<file path="src/rtl/ram_loader.sv">
// Byte-stream program loader for the 16x8 RAM: frame = sync byte, NUM_WORDS data bytes, checksum.
// Each data byte is written through the RAM programming port in a dedicated one-cycle WRITE state.
module ram_loader #(
    parameter int                ADDR_W    = 4,
    parameter int                DATA_W    = 8,
    parameter logic [DATA_W-1:0] SYNC_BYTE = 8'hA5
) (
    input  logic              clk,
    input  logic              rst,
    input  logic              start,
    input  logic              abort,
    input  logic              in_valid,
    input  logic [DATA_W-1:0] in_data,
    output logic              in_ready,
    output logic              prog_mode,
    output logic [ADDR_W-1:0] prog_addr,
    output logic [DATA_W-1:0] program_data,
    output logic              busy,
    output logic              done,
    output logic              err
);

    typedef enum logic [2:0] {
        S_IDLE  = 3'd0,
        S_SYNC  = 3'd1,
        S_DATA  = 3'd2,
        S_WRITE = 3'd3,
        S_CHECK = 3'd4,
        S_DONE  = 3'd5,
        S_ERR   = 3'd6
    } state_t;

    localparam logic [ADDR_W-1:0] LAST_ADDR = {ADDR_W{1'b1}};

    state_t            state_q, state_d;
    logic [ADDR_W-1:0] cnt_q, cnt_d;
    logic [DATA_W-1:0] cks_q, cks_d;
    logic [ADDR_W-1:0] addr_q, addr_d;
    logic [DATA_W-1:0] data_q, data_d;
    logic              prog_q, prog_d;
    logic              rdy_q, rdy_d;
    logic              busy_q, busy_d;
    logic              done_q, done_d;
    logic              err_q, err_d;
    logic              xfer_s;

    // abort wins over any handshake and over a write already in progress
    assign xfer_s       = in_valid & rdy_q & ~abort;
    assign in_ready     = rdy_q & ~abort;
    assign prog_mode    = prog_q & ~abort;
    assign prog_addr    = addr_q;
    assign program_data = data_q;
    assign busy         = busy_q;
    assign done         = done_q;
    assign err          = err_q;

    // Next-state and next-output computation for the loader FSM
    always_comb begin
        state_d = state_q;
        cnt_d   = cnt_q;
        cks_d   = cks_q;
        addr_d  = addr_q;
        data_d  = data_q;
        prog_d  = 1'b0;
        rdy_d   = rdy_q;
        busy_d  = busy_q;
        done_d  = done_q;
        err_d   = err_q;
        if (abort) begin
            state_d = S_IDLE;
            cnt_d   = {ADDR_W{1'b0}};
            rdy_d   = 1'b0;
            busy_d  = 1'b0;
            done_d  = 1'b0;
            err_d   = 1'b0;
        end else begin
            case (state_q)
                S_IDLE, S_DONE, S_ERR: begin
                    if (start) begin
                        state_d = S_SYNC;
                        cnt_d   = {ADDR_W{1'b0}};
                        cks_d   = {DATA_W{1'b0}};
                        rdy_d   = 1'b1;
                        busy_d  = 1'b1;
                        done_d  = 1'b0;
                        err_d   = 1'b0;
                    end else begin
                        state_d = state_q;
                    end
                end
                S_SYNC: begin
                    if (xfer_s && (in_data == SYNC_BYTE)) begin
                        state_d = S_DATA;
                    end else begin
                        state_d = S_SYNC;
                    end
                end
                S_DATA: begin
                    if (xfer_s) begin
                        state_d = S_WRITE;
                        addr_d  = cnt_q;
                        data_d  = in_data;
                        cks_d   = cks_q + in_data;
                        prog_d  = 1'b1;
                        rdy_d   = 1'b0;
                    end else begin
                        state_d = S_DATA;
                    end
                end
                S_WRITE: begin
                    cnt_d = cnt_q + ADDR_W'(1);
                    rdy_d = 1'b1;
                    if (cnt_q == LAST_ADDR) begin
                        state_d = S_CHECK;
                    end else begin
                        state_d = S_DATA;
                    end
                end
                S_CHECK: begin
                    if (xfer_s) begin
                        rdy_d  = 1'b0;
                        busy_d = 1'b0;
                        if (in_data == cks_q) begin
                            state_d = S_DONE;
                            done_d  = 1'b1;
                        end else begin
                            state_d = S_ERR;
                            err_d   = 1'b1;
                        end
                    end else begin
                        state_d = S_CHECK;
                    end
                end
                default: begin
                    state_d = S_IDLE;
                    rdy_d   = 1'b0;
                    busy_d  = 1'b0;
                end
            endcase
        end
    end

    // State and registered-output flops
    always_ff @(posedge clk or posedge rst) begin
        if (rst) begin
            state_q <= S_IDLE;
            cnt_q   <= {ADDR_W{1'b0}};
            cks_q   <= {DATA_W{1'b0}};
            addr_q  <= {ADDR_W{1'b0}};
            data_q  <= {DATA_W{1'b0}};
            prog_q  <= 1'b0;
            rdy_q   <= 1'b0;
            busy_q  <= 1'b0;
            done_q  <= 1'b0;
            err_q   <= 1'b0;
        end else begin
            state_q <= state_d;
            cnt_q   <= cnt_d;
            cks_q   <= cks_d;
            addr_q  <= addr_d;
            data_q  <= data_d;
            prog_q  <= prog_d;
            rdy_q   <= rdy_d;
            busy_q  <= busy_d;
            done_q  <= done_d;
            err_q   <= err_d;
        end
    end

endmodule
</file>
<file path="config.mk">
export PLATFORM = sky130hd
export DESIGN_NAME = ram_loader
export DESIGN_NICKNAME = d
export VERILOG_FILES = /design/src/rtl/ram_loader.sv
export SDC_FILE = /design/constraint.sdc
export NUM_CORES = 1
export LEC_CHECK = 0
export CAP_MARGIN = 20
export CORE_MARGIN = 1.5
export CORE_UTILIZATION = 55
export CTS_BUF_LIST = sky130_fd_sc_hd__clkbuf_8
export DETAILED_ROUTE_END_ITERATION = 8
export PLACE_DENSITY = 0.88
export REMOVE_ABC_BUFFERS = 1
export SYNTH_ARGS = -nofsm -noshare
export SYNTH_HDL_FRONTEND = slang
export SYNTH_SLANG_ARGS = --single-unit
</file>
<file path="constraint.sdc">
create_clock -name clk -period 2 [get_ports clk]
set_input_delay 0.6 -clock clk [delete_from_list [all_inputs] [get_ports clk]]
set_output_delay 0.6 -clock clk [all_outputs]
set_load 0.005 [all_outputs]
</file>
==> results.md, run 1 <==
- Drt via density: 6.20
- CP Launch Type: register
- Die width: 61.8 um
- Post-placement cell count: 311
- Crit Path Category: reg2reg
- Clock slew at reported path FFs: 70 ps
- Ys async rst share: 100%
- Slew Viols, Final: 0
- Initial antenna violation count: 0
- Synthesized flop and latch total: 32
- Mapped Avg Cell Area: 9.01 um2
- Vias in the first global route: 1832
- Mapped Cells: 211
- Hold Vio Cnt, Final: 0
- Port bufs: 29
- Setup TNS: 0 ps
- Htree depth: 2
- Largest net degree at the start of global routing: 33
- Top-area cell type share of the netlist area: 42.1%
- Crit share post-route: 99.8%
- Site row count: 21
- CP Max Fanout: 3
- Synth cell count leaders: nand2_1 (46), dfrtp_1 (32), o21ai_0 (15)
- Post-synthesis compound-gate area fraction: 20.9%
- Leak Pwr: 1.31 nW
- # nets final: 298
- Fmax: 501 MHz
- RePlAce Congestion: 0.860
- Synth Area in Simple Gates: 22.1%
- Post-synthesis mux area share: 0.592%
- Die area: 3820 um2
- Post-route ant nets: 0
- Clk_lat worst skew: 300 ps
- Final core utilization: 80.5%
- Clock Path Buffers: 2
- Root buffer cell: clkbuf_8
- CTS Hold Bufs: 0
- Max_slew headroom: 67.7%
- WP data required: 2180 ps
- Status: finished, final reports clean
- Diodes inserted: 0
- Ports: 30
- Max-cap check violation count: 0
- Largest family of logic cells by synthesized area: simple AND/OR/NAND/NOR gates
- Gr ovfl total: 0
- All-Layer GR Usage: 31.3%
- Area leader, netlist: dfrtp_1
- WL final: 5.64 mm
- Die Span Y: 61.8 um
- XOR/XNOR share of the synthesized area: 3.23%
- Layout cells sized above 1: 26.4%
- Min Tclk post-route: 2000 ps
- Clock tree sinks: 32
- Top post-synthesis cells by area: dfrtp_1 (42%), nand2_1 (9.1%), ha_1 (5.3%)
- Worst IR Drop VDD: 532 uV
- Global-route wire length before repair: 8.44 mm
- Post-Syn Area: 1900 um2
- Post-Layout Cell Count: 323
- Critical Path AT: 2180 ps
- TritonCTS Buffers: 5
- Routed WL per cell: 17.5 um
- DRT iter0 DRCs: 200
- CTS tree: yes
- DRT Pass-1 Iters: 6
- Final HPWL DP: 3.42 mm
- Post-route DRC: 0
- Area Growth Syn to Fin: 41.4%
- Top_reg_cell synth: dfrtp_1
- Final Setup Violations: 0
- Post-synth EDFFs: 0
- Fin area: 2690 um2
- Warnings, synthesis: 0
- Netlist cell types: 50
- Adder-cell share of the synthesized area: 6.32%
- Critical path capture point type: register
- Min-delay worst type: reg2reg
- Tightest Pin Transition: 482 ps
- Most common cell in the netlist: nand2_1
- DR vias: 2004
- Core Area: 3340 um2
- Post-synthesis sequential area ratio: 42.1%
- Pwr/cell area: 552 nW/um2
- Post-route clock skew: 4.65 ps
- Placed inst area: 2460 um2
- Starting density of the core: 57.0%
[routing by layer]
| metal | global-route usage (%) | wire (um) |
|---|---|---|
| met3 | 8.90 | 434 |
| met5 | 0 | 0 |
| met2 | 52.8 | 2780 |
| met1 | 37.2 | 2250 |
| met4 | 14.0 | 173 |
[cells in the final DEF, fill, tap and decap left out, types with 3 or more instances in the layout]
cell type,n
buf_4,41
o21ai_0,14
ha_4,6
nand3_1,6
nor2_1,8
dlygate4sd2_1,6
dfrtp_1,31
nor3_1,4
a21oi_1,8
nand2_1,45
inv_1,8
clkdlybuf4s50_1,19
xnor2_1,5
a211oi_2,3
a21o_1,5
clkbuf_8,5
a22o_1,7
[where the power goes]
part           switching (W)  internal, W
clock network       0.000257     0.000364
logic              0.0000978    0.0000974
registers          0.0000101     0.000656
[worst max-delay path: stages (launching register included)]
cell and delay [ps]:
dfrtp_2 440, ha_4 250, a211o_1 310, a211oi_2 270, o211ai_1 130, and4_1 210
a211o_1 270
[final timing paths]
kind | startpoint | endpoint | slack (ps) | depth (start not counted)
hold / removal | prog_addr[0]$_DFFE_PP0P_ | prog_addr[0]$_DFFE_PP0P_ | 480 | 2
min in group asynchronous | rst | program_data[5]$_DFFE_PP0P_ | 690 | 3
hold reg to reg | prog_addr[0]$_DFFE_PP0P_ | prog_addr[0]$_DFFE_PP0P_ | 480 | 2
setup reg to reg | cks_q[1]$_DFFE_PP0P_ | cks_q[7]$_DFFE_PP0P_ | 4 | 6
setup / recovery | cks_q[1]$_DFFE_PP0P_ | cks_q[7]$_DFFE_PP0P_ | 4 | 6
max in group asynchronous | rst | cks_q[1]$_DFFE_PP0P_ | 990 | 3
[stage by stage]
stage | hold WS, ps | power [W] | setup WS, ps
finish | 479 | 0.00148 | 4.32
global route | 508 | 0.00154 | -26.7
CTS | 484 | 0.00146 | 12.8
detailed placement | 462 | 0.000858 | -590
global placement | 458 | 0.000853 | -551
floorplan | 467 | 0.000753 | -71.9
[area by class of cell]
class | count | area, um2
clock buffers | 5 | 68.8
clock inverters | 3 | 38.8
fillers | 194 | 649
inverters | 7 | 26.3
multi-input cells | 160 | 1120
flip-flops and latches | 32 | 802
well taps | 46 | 57.6
repair buffers | 70 | 577
[registers in the layout, indices dropped and copies added (netlist names)]
register      cells
state_q           3
rdy_q             1
prog_addr         4
cnt_q             4
busy              1
cks_q             8
prog_q            1
program_data      8
err               1
done              1
[kinds of logic (layout without fill, tap and decap cells)]
family	count (synthesis)	after routing
and+or+nand+nor	85	85
AOI/OAI and AO/OA	58	58
DFF	32	32
buffers and inverters	19	85
adders and majority gates	9	9
xor gates and xnor gates	7	7
muxes	1	1
[what timing repair did]
item,CTS,global route
buffers inserted,2,2
pin swaps,15,14
endpoints found under the setup margin,11,4
resized for setup,26,11
(Power assumes the default switching activity.)
==> run 2, diff against run 1 <==
Settings changed: CELL_PAD_IN_SITES_DETAIL_PLACEMENT set to 1, CELL_PAD_IN_SITES_GLOBAL_PLACEMENT set to 1, CORE_ASPECT_RATIO set to 1.5, CORE_UTILIZATION 55 to 42, PLACE_DENSITY 0.88 to 0.89.
==> results.md, run 2 (synthesis results as in run 1) <==
- Clock Path Buffers: 2 (unchanged)
- DR vias: 2162 (+7.9%)
- Fmax: 465 MHz (-7.2%)
- Vias in the first global route: 2340 (+28%)
- Most frequent cells in the layout: buf_4 (53), nand2_1 (46), dfrtp_1 (30), clkdlybuf4s50_1 (18), o21ai_0 (11)
- Ports: 30 (unchanged)
- DRT Pass-1 Iters: 6 (unchanged)
- Die width: 57.9 um (-6.2%)
- Starting density of the core: 44.4% (-13 points)
- DRT iter0 DRCs: 142 (-29%)
- WHS Path Cells: 2 (unchanged)
- WP data required: 2240 ps (+60 ps)
- Worst Path Buf+Inv: 1 (+1)
- Critical R2R Capture: cks_q[7]$_DFFE_PP0P_
- Slew Viols, Final: 0 (unchanged)
- Final Setup Violations: 4 (+4)
- Cells along the critical path: ha_4 > a211o_1 > buf_4 > nand2_1 > a221o_1 > a211oi_1 > a211o_1
- Comb power frac: 16.6% (+3.4 points)
- Area Growth Syn to Fin: 47.8%
- Max incr delay on CP: 470 ps (+30 ps)
- Hold path endpoint: prog_addr[3]$_DFFE_PP0P_
- Final HPWL DP: 4.27 mm (+25%)
- CP delay by family, top: compound AO/OA/AOI/OAI gates
- Leading cell type in the layout, fill and taps excluded: buf_4
- Crit share post-route: 108% (+7.7 points)
- Root buffer cell: clkbuf_8
- R2R cell count: 7 (+1)
- All-Layer GR Usage: 34.5% (+3.2 points)
- Die area: 4950 um2 (+30%)
- Reg-to-Reg Start: cks_q[1]$_DFFE_PP0P_
- P_int: 0.00101 W (-9.4%)
- # nets final: 311 (+4.4%)
- Filler Cells Inserted: 480 (+150%)
- Min-delay worst type: reg2reg
- Site row count: 29 (+38%)
- WL final: 9.08 mm (+61%)
- Min Tclk post-route: 2150 ps (+155 ps)
- Critical path capture point type: register
- Routed WL per cell: 27.0 um (+55%)
- Hold Crit Start: prog_addr[3]$_DFFE_PP0P_
- Core Area: 4280 um2 (+28%)
- Leak Pwr: 1.39 nW (+5.9%)
- CP Launch Type: register
- Switching pwr: 0.000426 W (+17%)
- Htree depth: 2 (unchanged)
- Max_slew headroom: 71.5% (+3.8 points)
- Hold Vio Cnt, Final: 0 (unchanged)
- Crit Path Category: reg2reg
- Drt via density: 6.43 (+3.7%)
- Unrepaired setup endpoints after global routing: true
- TritonCTS Buffers: 5 (unchanged)
- CTS tree: yes
- Layout cells sized above 1: 31.0% (+4.7 points)
- Share of power burned in registers: 46.3% (+1.4 points)
- Initial antenna violation count: 0 (unchanged)
- Largest net degree at the start of global routing: 33 (unchanged)
- Final core utilization: 65.6% (-15 points)
- Failing checks: setup timing
- Die Span Y: 85.4 um (+38%)
- Switch share: 29.6% (+5.0 points)
- Clock share of power: 37.1% (-4.8 points)
- Clock slew at reported path FFs: 70 ps (about the same)
- Crit-path most repeated cell: a211o_1
- Clock tree sinks: 32 (unchanged)
- Critical Path AT: 2390 ps (+210 ps)
- CP Max Fanout: 3 (unchanged)
- Max-cap check violation count: 0 (unchanged)
- Clk_lat worst skew: 310 ps (about the same)
- Post-route DRC: 0 (unchanged)
- R2R setup slack: -150 ps (-150 ps)
- Worst IR Drop VDD: 533 uV (+0.32%)
- Global-route wire length before repair: 12.6 mm (+49%)
- Gr ovfl total: 0 (unchanged)
- Port bufs: 29 (unchanged)
- Post-route ant nets: 0 (unchanged)
- RePlAce Congestion: 0.801 (-6.8%)
- Crit path max-delay cell type: dfrtp_2
- Setup TNS: -202 ps (-202 ps)
- Status: complete, but fails checks
- Pwr/cell area: 512 nW/um2 (-7.1%)
- Diodes inserted: 0 (unchanged)
- Post-route clock skew: 4.55 ps (-0.102 ps)
- Setup slack after layout: -151 ps (-155 ps)
- Tightest Pin Transition: 428 ps (-53.5 ps)
[run 2: changes by cell type in the layout (fill, tap and decap cells not counted), sizes merged]
cell           before  now
buf                42   56
bufinv              1    0
clkdlybuf4s50      19   18
clkinv              1    3
dlygate4sd2         6    5
dlymetal6s2s        0    1
inv                 8    7
[run 2: metal layers]
layer	up-vias	share of wire [%]	GRT usage (%)
met2	126	51	59.8
li1	908	-	-
met3	48	6.5	8.54
met4	0	6.1	18.8
met5	-	0	0
met1	1080	36	37.6
[run 2: worst register-to-register path, delay by kind of cell, from the launching register on]
| kind | cells | cell delay (ps) |
|---|---|---|
| buffers and inverters | 1 | 140 |
| AND/OR/NAND/NOR | 1 | 70 |
| flip-flops | 1 | 470 |
| adder cells (fa/ha/maj) | 1 | 310 |
| AO/OA/AOI/OAI | 4 | 1090 |
[run 2: power groups by stage]
stage / Combinational [W] / Sequential, W / Clock [W]
2_1_floorplan: 0.0000744 / 0.000679 / 0
3_3_place_gp: 0.000186 / 0.000677 / 0
3_5_place_dp: 0.000196 / 0.000678 / 0
4_1_cts: 0.000212 / 0.000666 / 0.000506
5_1_grt: 0.000253 / 0.000667 / 0.000549
6_report: 0.000239 / 0.000666 / 0.000533
[run 2: worst max path at each step]
| stage | depth (start not counted) | end | slack (ps) | from |
|---|---|---|---|---|
| floorplan | 7 | cks_q[6]$_DFFE_PP0P_ | -70 | in_data[0] |
| finish | 7 | cks_q[7]$_DFFE_PP0P_ | -150 | cks_q[1]$_DFFE_PP0P_ |
| CTS | 8 | cks_q[6]$_DFFE_PP0P_ | -60 | in_data[0] |
| global route | 7 | cks_q[7]$_DFFE_PP0P_ | -200 | cks_q[2]$_DFFE_PP0P_ |
| global placement | 8 | cks_q[6]$_DFFE_PP0P_ | -530 | in_data[0] |
| detailed placement | 7 | cks_q[7]$_DFFE_PP0P_ | -600 | in_data[1] |
[run 2: stage by stage]
step	worst slack (ps)	power [W]	hold WS, ps	cell area (um2)	instances
6_report	-151	0.00144	479	2810	336
5_1_grt	-205	0.00147	498	2810	336
4_1_cts	-63.1	0.00138	483	2740	329
3_5_place_dp	-599	0.000873	465	2500	315
3_3_place_gp	-531	0.000863	458	2500	315
2_1_floorplan	-71.9	0.000753	467	1840	199
[run 2: area by class of cell]
cell class / instances / area (um2) / share of cell area (%)
Multi-Input combinational cell: 160 / 1140 / 40.7
Inverter: 7 / 26.3 / 0.935
Sequential cell: 32 / 803 / 28.6
Timing Repair Buffer: 83 / 691 / 24.6
Clock inverter: 3 / 18.8 / 0.668
Tap cell: 46 / 57.6 / 2.05
Clock buffer: 5 / 68.8 / 2.45
[run 2: timing repair]
item                                    in CTS  in global routing
resized for setup                           31                 18
pin swaps                                   16                 11
buffers inserted                             6                  7
hold buffers                                 0                  0
endpoints found under the hold margin        0                  0
endpoints found under the setup margin      10                  9
==> run 3, diff against run 2 <==
Settings changed: CORE_UTILIZATION 42 to 38, PLACE_DENSITY 0.89 to 0.85.
Clock period 2 ns to 1.9 ns, I/O delays scaled along.
==> results.md, run 3 (synthesis results as in run 1) <==
- Status: complete, but fails checks
- Failing checks: setup timing
- Crit Path Category: reg2reg
- Leak Pwr: 1.36 nW (-2.0%)
- Global-route wire length before repair: 10.2 mm (-19%)
- Pwr/cell area: 525 nW/um2 (+2.6%)
- Site row count: 31 (+6.9%)
- Unrepaired setup endpoints after global routing: true
- WP data required: 2080 ps (-160 ps)
- Clk_lat worst skew: 300 ps (about the same)
- WL final: 7.25 mm (-20%)
- Worst IR Drop VDD: 326 uV (-39%)
- Post-Layout Cell Count: 350 (+4.2%)
- Setup WS pre-CTS: -709 ps (-110 ps)
- Max-cap check violation count: 0 (unchanged)
- Die area: 5440 um2 (+10%)
- Most frequent cells in the layout: buf_4 (46), nand2_1 (44), dfrtp_1 (31), clkdlybuf4s50_1 (18), o21ai_0 (13)
- Root buffer cell: clkbuf_8
- Comb power frac: 16.2% (-0.4 points)
- Area Growth Syn to Fin: 47.4%
- Final Setup Violations: 2 (-2)
- Post-placement cell count: 334 (+6.0%)
- Critical Path AT: 2150 ps (-240 ps)
- Critical path capture point type: register
- Post-route DRC: 0 (unchanged)
- Hold Vio Cnt, Final: 0 (unchanged)
- Min Tclk post-route: 1970 ps (-179 ps)
- Clock slew at reported path FFs: 80 ps (about the same)
- Htree depth: 2 (unchanged)
- CTS tree: yes
- Starting density of the core: 39.5% (-4.9 points)
- Post-route clock skew: 9.51 ps (+4.96 ps)
- Clock share of power: 36.3% (-0.8 points)
- RePlAce Congestion: 0.832 (+3.9%)
- Filler Cells Inserted: 569 (+19%)
- FF+latch area: 802 um2 (-0.16%)
- P_int: 0.00105 W (+3.9%)
- Initial antenna violation count: 0 (unchanged)
- All-Layer GR Usage: 25.9% (-8.6 points)
- Tightest Pin Transition: 441 ps (+13.4 ps)
- R2R setup slack: -70 ps (+80 ps)
- Vias in the first global route: 2091 (-11%)
- Min-delay worst type: reg2reg
- Max_slew headroom: 70.6% (-0.89 points)
- DR vias: 1970 (-8.9%)
- Crit share post-route: 104% (-3.8 points)
- Leading cell type in the layout, fill and taps excluded: buf_4
- TritonCTS Buffers: 5 (unchanged)
- Die Span Y: 89.6 um (+4.9%)
- Slew Viols, Final: 0 (unchanged)
- Fmax: 507 MHz (+9.1%)
- # nets final: 306 (-1.6%)
- Post-route ant nets: 0 (unchanged)
- Clock tree sinks: 32 (unchanged)
- CP Launch Type: register
- Switching pwr: 0.000420 W (-1.5%)
- Gr ovfl total: 0 (unchanged)
- Port bufs: 29 (unchanged)
- Routed WL per cell: 20.7 um (-23%)
- CP Max Fanout: 3 (unchanged)
- DRT iter0 DRCs: 50 (-65%)
- Die width: 60.7 um (+4.9%)
- Clock Path Buffers: 2 (unchanged)
- Drt via density: 5.63 (-13%)
- Core Area: 4810 um2 (+12%)
- Final HPWL DP: 4.31 mm (+1.0%)
- Setup slack after layout: -71.3 ps (+79.3 ps)
- Diodes inserted: 0 (unchanged)
- DRT Pass-1 Iters: 4 (-2)
- Share of power burned in registers: 47.5% (+1.2 points)
- Largest net degree at the start of global routing: 33 (unchanged)
- Multi-input gate area: 1160 um2 (+1.5%)
- Ports: 30 (unchanged)
- Layout cells sized above 1: 31.7% (+0.66 points)
- Switch share: 28.5% (-1.1 points)
[run 3: worst max-delay path, cell delays in order, from the launching register on]
cell and delay [ps]:
dfrtp_1 430, ha_4 200, fa_2 390, a211oi_2 290, o21bai_1 150, a21oi_2 150, xnor2_1 70, a22o_1 180
[run 3: worst paths after layout]
kind,from,endpoint,cells past startpoint
setup / recovery,cks_q[0]$_DFFE_PP0P_,cks_q[6]$_DFFE_PP0P_,7
hold / removal,prog_addr[3]$_DFFE_PP0P_,prog_addr[3]$_DFFE_PP0P_,2
setup reg to reg,cks_q[0]$_DFFE_PP0P_,cks_q[6]$_DFFE_PP0P_,7
hold reg to reg,prog_addr[3]$_DFFE_PP0P_,prog_addr[3]$_DFFE_PP0P_,2
max in group asynchronous,rst,cks_q[1]$_DFFE_PP0P_,3
min in group asynchronous,rst,prog_addr[0]$_DFFE_PP0P_,3
[run 3: layout make-up]
cell class | instances | share of cell area (%)
inverters | 7 | 0.938
flip-flops and latches | 32 | 28.6
clock buffers | 5 | 2.46
clock inverters | 2 | 0.313
multi-input cells | 160 | 41.4
well taps | 66 | 2.95
repair buffers | 78 | 23.3
[run 3: metal layers]
| layer | track usage, % | part of all wire [%] | vias to the layer above |
|---|---|---|---|
| li1 | - | - | 896 |
| met1 | 25.3 | 35 | 994 |
| met2 | 49.7 | 58 | 58 |
| met3 | 4.01 | 2.6 | 22 |
| met4 | 14.4 | 3.7 | 0 |
| met5 | 0 | 0 | - |
[run 3: power by group through the flow]
stage	combinational [W]	sequential, W	clock (W)
2_1_floorplan	0.0000784	0.000714	0
3_3_place_gp	0.000195	0.000711	0
3_5_place_dp	0.000202	0.000713	0
4_1_cts	0.000222	0.000700	0.000518
5_1_grt	0.000254	0.000700	0.000546
6_report	0.000238	0.000700	0.000534
[run 3: repair_timing]
item                                    4_1_cts  5_1_grt
setup buffers                                 4        5
resized for setup                            40       19
pin swaps                                    15       19
gates cloned                                  0        0
hold buffers                                  0        0
endpoints found under the setup margin       21       24
[run 3: through the flow]
stage               power (W)  utilization [%]  hold WS (ps)  TNS, ps  instance area, um2
floorplan            0.000793                -           467     -245                1840
global placement     0.000906             52.2           457   -10280                2510
detailed placement   0.000915             52.2           469   -10980                2510
CTS                   0.00144             57.0           490        0                2740
global route          0.00150             58.2           517     -300                2800
finish                0.00147             58.2           477     -105                2800
